File: src/rtl/ibwt_decode.sv
// rtl/ibwt_decode.sv - inverse Burrows-Wheeler transform decoder for one block of up to N bytes
//
// Ports:
//   clk          rising-edge clock
//   rst          synchronous active-low reset
//   start        decode request, sampled only while idle
//   data_in      BWT last column L, entry i = sorted row i
//   len          block length n, valid 1..N
//   primary_idx  sorted row holding the original string
//   busy         high while ranking or walking
//   done         one-cycle completion pulse
//   err          qualifies done when the request was invalid
//   data_out     reconstructed string, entry 0 = first character, unused entries 8'h00
module ibwt_decode #(
    parameter int N = 8
) (
    input  logic       clk,
    input  logic       rst,
    input  logic       start,
    input  logic [7:0] data_in [0:N-1],
    input  logic [3:0] len,
    input  logic [2:0] primary_idx,
    output logic       busy,
    output logic       done,
    output logic       err,
    output logic [7:0] data_out [0:N-1]
);

    typedef enum logic [1:0] {
        S_IDLE = 2'd0,
        S_RANK = 2'd1,
        S_WALK = 2'd2,
        S_DONE = 2'd3
    } state_t;

    state_t     state_q, state_d;
    logic [7:0] l_q    [0:N-1];
    logic [2:0] lf_q   [0:N-1];
    logic [7:0] out_q  [0:N-1];
    logic [3:0] len_q;
    logic [2:0] pidx_q;
    logic [2:0] rank_q;
    logic [2:0] idx_q;
    logic [2:0] k_q;
    logic       err_q;

    logic       invalid;
    logic       rank_last;
    logic       walk_last;
    logic [3:0] less_cnt;
    logic [3:0] occ_cnt;
    logic [2:0] lf_new;

    assign invalid   = (len == 4'd0) || (len > 4'(N)) || ({1'b0, primary_idx} >= len);
    assign rank_last = ({1'b0, rank_q} == (len_q - 4'd1));
    assign walk_last = (k_q == 3'd0);

    // LF[i] = number of symbols strictly smaller than L[i] plus the number of
    // equal symbols that precede it; entries beyond the block length are masked.
    always_comb begin
        less_cnt = 4'd0;
        occ_cnt  = 4'd0;
        for (int j = 0; j < N; j++) begin
            if (4'(j) < len_q) begin
                if (l_q[j] < l_q[rank_q]) begin
                    less_cnt = less_cnt + 4'd1;
                end
                if ((l_q[j] == l_q[rank_q]) && (4'(j) < {1'b0, rank_q})) begin
                    occ_cnt = occ_cnt + 4'd1;
                end
            end
        end
        lf_new = 3'(less_cnt + occ_cnt);
    end

    always_ff @(posedge clk) begin
        if (!rst) begin
            state_q <= S_IDLE;
        end else begin
            state_q <= state_d;
        end
    end

    always_comb begin
        state_d = state_q;
        case (state_q)
            S_IDLE:  if (start) state_d = invalid ? S_DONE : S_RANK;
            S_RANK:  if (rank_last) state_d = S_WALK;
            S_WALK:  if (walk_last) state_d = S_DONE;
            S_DONE:  state_d = S_IDLE;
            default: state_d = S_IDLE;
        endcase
    end

    always_comb begin
        busy = (state_q == S_RANK) || (state_q == S_WALK);
        done = (state_q == S_DONE);
        err  = (state_q == S_DONE) && err_q;
    end

    always_ff @(posedge clk) begin
        if (!rst) begin
            len_q  <= 4'd0;
            pidx_q <= 3'd0;
            rank_q <= 3'd0;
            idx_q  <= 3'd0;
            k_q    <= 3'd0;
            err_q  <= 1'b0;
            for (int i = 0; i < N; i++) begin
                l_q[i]   <= 8'h00;
                lf_q[i]  <= 3'd0;
                out_q[i] <= 8'h00;
            end
        end else begin
            case (state_q)
                S_IDLE: begin
                    if (start) begin
                        len_q  <= len;
                        pidx_q <= primary_idx;
                        rank_q <= 3'd0;
                        err_q  <= invalid;
                        for (int i = 0; i < N; i++) begin
                            l_q[i]   <= data_in[i];
                            lf_q[i]  <= 3'd0;
                            out_q[i] <= 8'h00;
                        end
                    end
                end
                S_RANK: begin
                    lf_q[rank_q] <= lf_new;
                    rank_q       <= rank_q + 3'd1;
                    if (rank_last) begin
                        idx_q <= pidx_q;
                        k_q   <= 3'(len_q - 4'd1);
                    end
                end
                S_WALK: begin
                    // Following LF from the primary row yields the string back to front.
                    out_q[k_q] <= l_q[idx_q];
                    idx_q      <= lf_q[idx_q];
                    k_q        <= k_q - 3'd1;
                end
                default: begin
                end
            endcase
        end
    end

    always_comb begin
        for (int i = 0; i < N; i++) begin
            data_out[i] = out_q[i];
        end
    end

endmodule

File: config.mk
export PLATFORM = sky130hd
export DESIGN_NAME = ibwt_decode
export DESIGN_NICKNAME = d
export VERILOG_FILES = /design/src/rtl/ibwt_decode.sv
export SDC_FILE = /design/constraint.sdc
export NUM_CORES = 1
export LEC_CHECK = 0
export ABC_AREA = 1
export CORE_MARGIN = 2
export CORE_UTILIZATION = 35
export CTS_CLUSTER_SIZE = 24
export DETAILED_ROUTE_END_ITERATION = 16
export PLACE_DENSITY = 0.51
export REMOVE_ABC_BUFFERS = 1
export SLEW_MARGIN = 5
export SYNTH_ARGS = -nofsm -noshare
export SYNTH_HDL_FRONTEND = slang
export SYNTH_SLANG_ARGS = --single-unit
export TNS_END_PERCENT = 100
File: constraint.sdc
create_clock -name clk -period 8 [get_ports clk]
set_input_delay 1.6 -clock clk [delete_from_list [all_inputs] [get_ports clk]]
set_output_delay 1.6 -clock clk [all_outputs]
set_load 0.1 [all_outputs]
==> flow_metrics.tcl <==
set metrics [dict create \
    clock_sinks 177 \
    design.die.area_um2 32110 \
    cts.clk_slew.worst_paths_ns 0.08 \
    drt-total-wl_mm 29.39 \
    avgRoutedWirePerCell_um 15.93 \
    ir_drop_v 0.0001511 \
    core-area_um2 30430 \
    end_kind "flop" \
    drive_gt1_frac 0.05797 \
    r2r_cells 39 \
    synth.most_common_cell "nand2_1" \
    cts.path.max_buffers 2 \
    rr_endpoint "lf_q[2][2]" \
    io_buffers 140 \
    grt_pass1_wl_mm 46.08 \
    num_antenna_cells 0 \
    worst_slew_pin_slew_ns 1.043 \
    setup_viol 0 \
    die_w_um 179.2 \
    finClkSkew_ns 0.01698 \
    die_height_um 179.2 \
    yosysUniqueCellTypes 46 \
    synthTopCellsByArea "edfxtp_1, ha_1, nand2_1" \
    drv_slew 0 \
    track_usage 0.1898 \
    synth_top_family_by_area "simple AND/OR/NAND/NOR gates" \
    rsz0062_at_grt "false" \
    cts_inserted_buffers 17 \
    critical_path_class "flop to flop" \
    grt_max_degree 68 \
    synth_xor_area_frac 0.003959 \
    min_period_ns 7.246 \
    postRouteAntennaNets 0 \
    layout.nets 1601 \
    worstSkewPairLatency_ns 0.45 \
    synth_edf_count 152 \
    path_max_fanout 42 \
    cp_slowest_cell "dfxtp_1" \
    start_kind "flop" \
    cp_common_cell "nand2_1" \
    post_cts_resize_count 0 \
    grt_overflow 0 \
    hold_slack_ns 0.4604 \
    min_period_over_period 0.9058 \
    start_util 0.3531 \
    required_ns 8.18 \
    synthMuxAreaShare 0 \
    area_growth_pct 23.31 \
    drt-vias-per-instance 4.838 \
    syn_area_um2 10740 \
    powerDensity_nw_per_um2 366.0 \
    route.detailed.drc 0 \
    synth_compound_area_frac 0.1118 \
    max_freq_ghz 0.1380 \
    hp-class "flop to flop" \
    gp_congestion 0.8682 \
    n_fill_cell 3056 \
    vias 8926 \
    synth_warnings 0 \
    status "finished clean" \
    ff2ff_setup_slack_ns 0.75 \
    cp.arrival_ns 7.43 \
    leakage_nw 5.861 \
    row_count 64 \
    cts_tree "built" \
    worstHoldStart "pidx_q[1]" \
    synth-seq-cells 177 \
    yosysSeqAreaShare 0.4714 \
    yosys.area.top_type_share 0.4248 \
    seqCellArea_um2 5067 \
    netlist_instances 1299 \
    io_pins 141 \
    cpPeakStageDelay_ns 0.62 \
    cts_hold_buf 0 \
    cap_viol_max_count 0 \
    grt_pass1_vias 8479 \
    antenna_found_initial 0 \
    hold_viol_final 0 \
    cts_max_level 4 \
    synth.avg_cell_area_um2 8.271 \
    synth-simple-area-share 0.2202 \
    post_cts_buffers 0 \
    ys.flop_type "edfxtp_1" \
    drt_first_iter_violations 603 \
    hold_end "pidx_q[1]" \
    dp.final_hpwl_mm 22.07 \
    synth_area_leader_cell "edfxtp_1" \
    multi_input_area_um2 4758 \
    ctsRootBufferMaster "clkbuf_16" \
    async_reset_ff_frac 0 \
    dp_cells 1813 \
    instances_no_fill 1845 \
    drtPass1Iterations 5 \
    synthAdderAreaFrac 0.1067 \
    fin_setup_tns_ns 0 \
    yosys-top-cells-count "nand2_1, nor2_1, inv_1, edfxtp_1, o21ai_0" \
    final_util 0.4354 \
    hold_depth 2 \
    slew_headroom 0.3000 \
]
==> placed cells by master (no fill, tap or decap), types with 2 or more instances in the layout <==
master           count
a21oi_1             69
o22ai_1             10
o211ai_1            14
nor3_1               8
inv_1              197
clkinv_4             2
o21ai_2              2
nand3_1             87
buf_4               15
nand2_2              9
o21ai_0            100
a211oi_1             5
dfxtp_2              2
nand2_1            223
o21ai_1              9
edfxtp_1           152
nand4_1              7
nand3b_1             2
inv_2                7
or2_2                4
nor2_1             210
a21oi_2              2
nand3_2              2
dfxtp_1             23
clkdlybuf4s50_1    140
inv_8                4
ha_1                90
nor2_4               2
nor3b_1              2
clkinv_8             4
clkinv_1             4
a31oi_1              2
clkbuf_16           17
xnor2_1              2
==> how the worst max path moves through the flow <==
stage / from / end
2_1_floorplan: flop / lf_q[0][2]
3_3_place_gp: flop / lf_q[2][2]
3_5_place_dp: flop / lf_q[1][2]
4_1_cts: flop / lf_q[2][2]
5_1_grt: flop / lf_q[3][2]
6_report: flop / lf_q[2][2]
==> state kept, by name, summed over array words and instances, names as in the netlist, named ones only <==
signal	cells
out_q	64
len_q	4
lf_q	24
k_q	3
pidx_q	3
l_q	64
rank_q	3
idx_q	3
err_q	1
state_q	2
==> cell families (layout without fill, tap and decap cells) <==
family / after synthesis / in the layout
DFF: 177 / 177
adders and majority gates: 91 / 91
AOI/OAI and AO/OA: 220 / 220
xor gates and xnor gates: 4 / 4
and+or+nand+nor: 562 / 562
buffers and inverters: 245 / 395
==> worst max-delay path: cells and delay by family (launching register included) <==
kind | cells | cell delay, ns
AOI/OAI and AO/OA | 9 | 1.47
and+or+nand+nor | 14 | 1.57
buffers and inverters | 6 | 0.53
DFF | 1 | 0.62
adders and majority gates | 9 | 2.56
xor gates and xnor gates | 1 | 0.21
==> layout make-up <==
type	count	area share
Multi-Input combinational cell	877	0.3591
Clock buffer	17	0.03211
Timing Repair Buffer	156	0.1158
Tap cell	396	0.03740
Inverter	207	0.05865
Sequential cell	177	0.3825
Clock inverter	15	0.01445
==> report_power, final <==
group / switching, mW / internal, mW
registers: 0.160 / 1.25
logic: 1.82 / 0.743
clock network: 0.426 / 0.452
==> metrics by stage <==
stage	instance area [um^2]	setup WS, ns	power, mW
6_report	13250	0.7536	4.849
5_1_grt	13250	0.04381	5.226
4_1_cts	13250	0.7194	4.882
3_5_place_dp	12630	0.7479	3.994
3_3_place_gp	12630	0.8526	3.977
2_1_floorplan	10600	0.4705	3.188
==> per-layer routing <==
metal,vias up,global-route usage,share of wire
met5,-,0,0
met1,4084,0.2571,0.47
li1,4580,-,-
met4,0,0.06989,0.025
met3,32,0.02566,0.049
met2,230,0.3096,0.46
(Power assumes the default switching activity.)
